===== src/rtl/fp_arb_pkg.sv =====
// fp_arb_pkg: shared FSM state type, default width and quiet-NaN constant for the FP core arbiter
package fp_arb_pkg;
    localparam int DEF_DATA_W = 32;
    localparam logic [31:0] QNAN = 32'h7FC00000;
    typedef enum logic [1:0] {IDLE, ISSUE, WAIT, RETURN} state_t;
endpackage


===== src/rtl/fp_arb_slot.sv =====
// fp_arb_slot: per-requester operand capture register with pending flag
module fp_arb_slot import fp_arb_pkg::*; #(
    parameter int DATA_W = DEF_DATA_W
) (
    input  logic              clk,
    input  logic              reset_n,
    input  logic              start,
    input  logic              clr,
    input  logic [DATA_W-1:0] dataa,
    input  logic [DATA_W-1:0] datab,
    output logic              pending,
    output logic [DATA_W-1:0] a,
    output logic [DATA_W-1:0] b
);
    // a start while pending is dropped, so queued operands can never be overwritten
    always_ff @(posedge clk or negedge reset_n) begin
        if (!reset_n) begin
            pending <= 1'b0;
            a       <= '0;
            b       <= '0;
        end else if (start && !pending) begin
            pending <= 1'b1;
            a       <= dataa;
            b       <= datab;
        end else if (clr) begin
            pending <= 1'b0;
        end
    end
endmodule


===== src/rtl/fp_core_arbiter.sv =====
// fp_core_arbiter: round-robin sharing of one two-input FP core between two requesters
// Optional WAIT watchdog compiled in with FP_ARB_TIMEOUT_EN.
module fp_core_arbiter import fp_arb_pkg::*; #(
    parameter int DATA_W         = DEF_DATA_W,
    parameter int TIMEOUT_CYCLES = 64
) (
    input  logic              clk,
    input  logic              reset_n,
    input  logic              req0_start,
    input  logic [DATA_W-1:0] req0_dataa,
    input  logic [DATA_W-1:0] req0_datab,
    input  logic              req1_start,
    input  logic [DATA_W-1:0] req1_dataa,
    input  logic [DATA_W-1:0] req1_datab,
    output logic              req0_done,
    output logic [DATA_W-1:0] req0_result,
    output logic              req0_busy,
    output logic              req1_done,
    output logic [DATA_W-1:0] req1_result,
    output logic              req1_busy,
    output logic              core_start,
    output logic [DATA_W-1:0] core_dataa,
    output logic [DATA_W-1:0] core_datab,
    input  logic              core_done,
    input  logic [DATA_W-1:0] core_result,
    output logic              grant_id,
    output logic              timeout_err
);
    logic [1:0] pend;
    logic [DATA_W-1:0] s0a, s0b, s1a, s1b, val;
    state_t state, nxt;
    logic gnt, nxt_gnt, last, fin, to;

    fp_arb_slot #(.DATA_W(DATA_W)) u_slot0 (
        .clk(clk), .reset_n(reset_n), .start(req0_start), .clr(fin && !gnt),
        .dataa(req0_dataa), .datab(req0_datab), .pending(pend[0]), .a(s0a), .b(s0b)
    );
    fp_arb_slot #(.DATA_W(DATA_W)) u_slot1 (
        .clk(clk), .reset_n(reset_n), .start(req1_start), .clr(fin && gnt),
        .dataa(req1_dataa), .datab(req1_datab), .pending(pend[1]), .a(s1a), .b(s1b)
    );

    assign fin         = state == WAIT && (core_done || to);
    assign val         = to ? DATA_W'(QNAN) : core_result;
    assign core_start  = state == ISSUE;
    assign req0_done   = state == RETURN && !gnt;
    assign req1_done   = state == RETURN && gnt;
    assign req0_busy   = pend[0];
    assign req1_busy   = pend[1];
    assign grant_id    = gnt;

    always_comb begin
        nxt     = state;
        nxt_gnt = gnt;
        case (state)
            IDLE:    if (|pend) begin
                         nxt     = ISSUE;
                         nxt_gnt = &pend ? !last : pend[1];
                     end
            ISSUE:   nxt = WAIT;
            WAIT:    nxt = fin ? RETURN : WAIT;
            default: nxt = IDLE;
        endcase
    end

    always_ff @(posedge clk or negedge reset_n) begin
        if (!reset_n) begin
            state <= IDLE;
            gnt   <= 1'b0;
        end else begin
            state <= nxt;
            gnt   <= nxt_gnt;
        end
    end

    // last_grant resets to 1 so requester 0 wins the first tie
    always_ff @(posedge clk or negedge reset_n) begin
        if (!reset_n) begin
            last        <= 1'b1;
            core_dataa  <= '0;
            core_datab  <= '0;
            req0_result <= '0;
            req1_result <= '0;
        end else begin
            if (state == IDLE && nxt == ISSUE) begin
                core_dataa <= nxt_gnt ? s1a : s0a;
                core_datab <= nxt_gnt ? s1b : s0b;
            end
            if (fin) begin
                last <= gnt;
                if (gnt) req1_result <= val;
                else     req0_result <= val;
            end
        end
    end

`ifdef FP_ARB_TIMEOUT_EN
    localparam int CNT_W = $clog2(TIMEOUT_CYCLES + 1);
    logic [CNT_W-1:0] cnt;
    logic to_r;
    // cnt counts completed WAIT cycles; abort on the TIMEOUT_CYCLES-th one
    assign to          = state == WAIT && !core_done && cnt == CNT_W'(TIMEOUT_CYCLES - 1);
    assign timeout_err = state == RETURN && to_r;
    always_ff @(posedge clk or negedge reset_n) begin
        if (!reset_n) begin
            cnt  <= '0;
            to_r <= 1'b0;
        end else begin
            cnt  <= (state == WAIT && !fin) ? cnt + 1'b1 : '0;
            to_r <= to;
        end
    end
`else
    logic unused_timeout;
    assign unused_timeout = ^TIMEOUT_CYCLES;
    assign to             = 1'b0;
    assign timeout_err    = 1'b0;
`endif
endmodule


===== config.mk =====
export PLATFORM = sky130hd
export DESIGN_NAME = fp_core_arbiter
export DESIGN_NICKNAME = d
export VERILOG_FILES = /design/src/rtl/fp_arb_pkg.sv /design/src/rtl/fp_arb_slot.sv /design/src/rtl/fp_core_arbiter.sv
export SDC_FILE = /design/constraint.sdc
export NUM_CORES = 1
export LEC_CHECK = 0
export BUFFER_PORTS_ARGS = -buffer_cell sky130_fd_sc_hd__buf_2
export CAP_MARGIN = 20
export CORE_ASPECT_RATIO = 2
export CORE_MARGIN = 2
export CORE_UTILIZATION = 35
export DETAILED_ROUTE_END_ITERATION = 8
export PLACE_DENSITY = 0.68
export SLEW_MARGIN = 20
export SYNTH_ARGS = -nofsm -noshare
export SYNTH_HDL_FRONTEND = slang
export SYNTH_HIERARCHICAL = 1
export SYNTH_SLANG_ARGS = --single-unit

===== constraint.sdc =====
create_clock -name clk -period 3.4 [get_ports clk]
set_input_delay 0.17 -clock clk [delete_from_list [all_inputs] [get_ports clk]]
set_output_delay 0.17 -clock clk [all_outputs]
set_load 0.02 [all_outputs]

# Yosys cells after proc, flatten, opt, wreduce, memory -nomap -nowiden
# Cells that the tools add are included.
# word_totals
output_inout_bits	135
regBits	262
ramBits	0
elab_cells	49
in_bits	165
rom_bits	0
latch_bits	0
memories	0
# classes
n_reduce_logical	19
add_sub_neg	0
bitwise_logic	1
magnitude_cmp	0
muxes	12
n_mul	0
eq_ne	4
div	0
shift	0
# op_table
cell	n
two-way mux 32 bit	2
logical AND 1 bit	8
two-way mux 1 bit	8
one-hot mux 2 bit (3 select lines)	1
AND reduction 2 bit	3
equality test 2 x 1 -> 1 bit (second input constant)	2
equality test 2 bit (second input constant)	2
zero test 1 bit	4
nonzero test 2 bit	2
zero test 2 bit	1
two-way mux 2 bit	1
OR reduction 2 bit	1
inverter 1 bit	1

# Logic depth before layout (Yosys ltp)
# depth
depth_word	6
depth_mapped	7
depth_no_buf	6

# By module
# The synthesis kept the hierarchy.
# modules_own_cells
mod	n_inst	cells_per_inst	area_per_inst_um2	seq_area_each_um2
fp_core_arbiter	1	550	6247.2	3304.4
fp_arb_slot	2	139	2730.1	1626.6

# Worst setup path after synthesis
# No wires, ideal clock.
# synth_timing
path_type	register to register
start	register state[0]
end	register req0_result[11]
path_stages_with_launch	8
required_ns	3.272
path_buffers	2
period_less_slack_ns	1.707
arrival_ns	1.579
path_slack_ns	1.693
setup_time_ns	0.128
path_cell_list	dfrtp_1 -> inv_1 -> ha_1 -> nand2_1 -> or2_1 -> buf_2 -> buf_2 -> mux2_1
# synth_via
elab_chain_len	3
# synth_rtl
element	line_no	source
start, declared	fp_core_arbiter.sv:31	state_t state, nxt;
start signal, assigned	fp_core_arbiter.sv:71	state <= nxt;
equality test 2 bit	fp_core_arbiter.sv:43	assign fin = state == WAIT && (core_done || to);
logical AND 1 bit	fp_core_arbiter.sv:43	
AND reduction 2 bit (no line)	-	
end signal, assigned	fp_core_arbiter.sv:92	else req0_result <= val;
end, declared	fp_core_arbiter.sv:16	output logic [DATA_W-1:0] req0_result,
# No other way between the ends.
# A chain may end at the register's enable or synchronous reset.

# Final worst setup path
# layout_timing
start	register state[0]
end	register core_datab[18]
# layout_via
elab_chain_len	6
elab_cells_between_ends	11
classes_between	3 x eq/ne; 5 x mux; 3 x reduce/logical
# layout_rtl
element	line_no	source
equality test 2 bit	fp_core_arbiter.sv:43, fp_core_arbiter.sv:55	
logical AND 1 bit	fp_core_arbiter.sv:43	
two-way mux 1 bit	fp_core_arbiter.sv:61	WAIT: nxt = fin ? RETURN : WAIT;
one-hot mux 2 bit (3 select lines)	fp_core_arbiter.sv:55	case (state)
equality test 2 x 1 -> 1 bit	fp_core_arbiter.sv:85	if (state == IDLE && nxt == ISSUE) begin
logical AND 1 bit	fp_core_arbiter.sv:85	
end signal, assigned	fp_core_arbiter.sv:87	core_datab <= nxt_gnt ? s1b : s0b;
end, declared	fp_core_arbiter.sv:23	output logic [DATA_W-1:0] core_datab,
# Parallel ways exist; a longest one is shown, timed or not.

==> flow_summary.yaml <==
final_layout:
  area_growth_pct: 35.57
  most-common-layout-cells: "buf_2 (297), dfrtp_1 (261), dlygate4sd3_1 (164), o211ai_1 (128), mux2_4 (120)"
  fillers: 2848
  regArea_mm2: 0.006558
  nNetsFinal: 1424
  multi_input_area_mm2: 0.004548
  drive_gt1_share_pct: 42.55
  final_common_cell: "buf_2"
timing:
  setup_viol: 0
  rsz0062_at_grt: "false"
  slew_viol_final: 0
  hold_violations: 0
  fmax_mhz: 439.0
  worst_slew_margin_rel_pct: 40.87
  setup_slack_ns: 1.122
  skew_ns: 0.007014
  max_slew.worst_pin.slew_ns: 0.8838
  final.setup.tns_ns: 0
  finalCritPeriodShare_pct: 67.00
  post-route-min-period_ns: 2.278
floorplanning:
  rows: 94
  start_util_pct: 35.55
  core-area_mm2: 0.03293
  die_w_um: 133.3
  ios: 300
  dieArea_mm2: 0.03502
  die_y_um: 262.7
routing:
  drt-initial-drc-count: 451
  firstDrtPassIters: 6
  avgRoutedWirePerCell_um: 21.33
  wirelength_um: 36330
  detail-route-antenna-nets: 0
  drc: 0
  vias_per_cell: 5.269
  route.vias.total: 8973
synth:
  synth_cells: 828
  synth_top_area_share_pct: 55.79
  synth.distinct_cells: 31
  synthesis.area_mm2: 0.01171
  synth_fp_nets: 998
  synth_ff_type: "dfrtp_1"
  syn-mean-instance-area_um2: 14.14
  yosys_warnings: 6
  ys_top_cells_by_area: "dfrtp_1 (56%), mux2_4 (15%), o211ai_1 (8.2%)"
  seq_area_frac_synth_pct: 56.01
  synth_top_area_cell: "dfrtp_1"
  ys_ff_latch: 262
  async_reset_ff_share_pct: 100.0
  synth_edf_count: 0
clock_tree:
  clock_tree.buffer_depth: 3
  clock_latency_ns: 0.53
  cts_root_buf: "clkbuf_16"
  cts_made_buffers: 24
  clk_pin_slew_ns: 0.07
  htreeDepth: 1
  clock_sinks: 262
  cts_resized: 0
  cts_tree: "done"
  post_cts.repair.setup_buffers: 0
power_and_ir_drop:
  leakage_uw: 0.007059
  ir_drop_v: 0.0007463
  power_uw: 16260
  p_per_area_mw_per_mm2: 1025
critical_path:
  critical_path.max_stage_delay_ns: 0.66
  endpoint_kind: "flip-flop"
  crit_path_cell_trace: "inv_1 > ha_1 > nor3b_2 > and2_2 > buf_4 > a31oi_1"
  arrival_ns: 2.68
  r2r_cells: 6
  r2r_end: "core_datab[18]"
  endpoint: "core_datab[18]"
  startpoint: "state[0]"
  rrSetupSlack_ns: 1.12
  slowest_stage: "and2_2"
  r2r-start: "state[0]"
  start_kind: "flip-flop"
  cp_max_fo: 32
  path_class: "reg -> reg"
  worstPathRequired_ns: 3.81
global_route:
  grt-ovfl-total: 0
  grt_usage_pct: 20.67
  grt_pass1_wl_um: 57060
  grt_max_degree: 74
  grt_pass1_vias: 10210
  antenna_found_initial: 2
worst_hold_path:
  holdCritPathClass: "in -> async"
placed_design:
  port-buffer-count: 298
  dp_slack_ns: 1.095
  gp_congestion: 0.8304
  hpwl_um: 22510
flow_run:
  maxCapViolCount: 0
outcome:
  outcome: "finished, final reports clean"
## routing by layer
metal	GRT usage (%)	up-vias	part of all wire [%]
met4	12.22	0	6.0
li1	-	3957	-
met2	38.09	418	54
met3	3.029	116	5.5
met1	21.96	4482	35
met5	0	-	0
## layout make-up
| class | count | area share (%) |
|---|---|---|
| timing repair buffer | 483 | 21.51 |
| clock buffer | 36 | 4.517 |
| multi-input combinational | 479 | 28.66 |
| antenna | 2 | 0.03153 |
| inverter | 4 | 0.09460 |
| clock inverter | 5 | 0.4730 |
| tap | 432 | 3.406 |
| sequential | 262 | 41.32 |
## worst min-delay path by stage
stage / start / endpoint / depth (start not counted)
after floorplan: reset_n / core_dataa[0] / 0
after global placement: reset_n / u_slot1/b[14] / 1
after detailed placement: reset_n / core_datab[9] / 1
after CTS: reset_n / u_slot1/b[15] / 2
after global routing: reset_n / u_slot1/b[14] / 2
final: reset_n / u_slot1/b[14] / 2
## worst max-delay path: cells and delay by family, from the launching register on
kind,cells,cell delay (ns)
buffers and inverters,2,0.43
flip-flops,1,0.44
AO/OA/AOI/OAI,1,0.11
AND/OR/NAND/NOR,2,0.88
adder cells (fa/ha/maj),1,0.29
## metrics by stage
stage          utilization, %  hold slack [ns]  area [um2]  cells
2_1_floorplan               -          -0.1256       11710    828
3_3_place_gp            40.79           0.1771       13430   1496
3_5_place_dp            40.79           0.1726       13430   1496
4_1_cts                 48.18           0.1918       15870   1701
5_1_grt                 48.20           0.2183       15870   1703
6_report                48.20           0.1923       15870   1703
## where the power goes
part           internal [uW]  leakage (uW)  total [uW]  switching [uW]
logic                   3370       0.00359        7680            4310
registers               4750       0.00308        5810            1060
clock network           1600      0.000391        2770            1170
## synth_stat cells, types with 2 or more instances
cell type	instances
mux2_4	120
dfrtp_1	261
buf_12	14
buf_6	4
mux2_2	52
buf_4	5
a31oi_1	64
o211ai_1	128
mux2_1	20
ha_1	5
inv_1	3
buf_2	29
and2_1	3
nor2b_1	2
buf_1	5
a21oi_1	67
nand2_1	5
nor2_1	2
nor2b_2	2
clkbuf_1	26
## registers in the layout, indices dropped and copies added (netlist names)
register	cells
core_datab	32
last	1
u_slot1/pending	1
core_dataa	32
u_slot1/b	32
u_slot1/a	32
u_slot0/a	32
grant_id	1
u_slot0/b	32
u_slot0/pending	1
req1_result	32
req0_result	32
state	2
## kinds of logic after synthesis
group,count (synthesis),synth area share (%)
AO/OA/AOI/OAI,264,14.84
adder cells (fa/ha/maj),5,0.5344
buffers and inverters,87,5.461
flip-flops,262,56.01
multiplexers,192,22.31
other,1,0.03203
AND/OR/NAND/NOR,17,0.8016
## repair_timing
item,CTS,global route
endpoints found under the hold margin,259,0
setup endpoints to repair,0,0
hold buffers,164,0
Note: power is estimated with default switching activity, not from simulation.
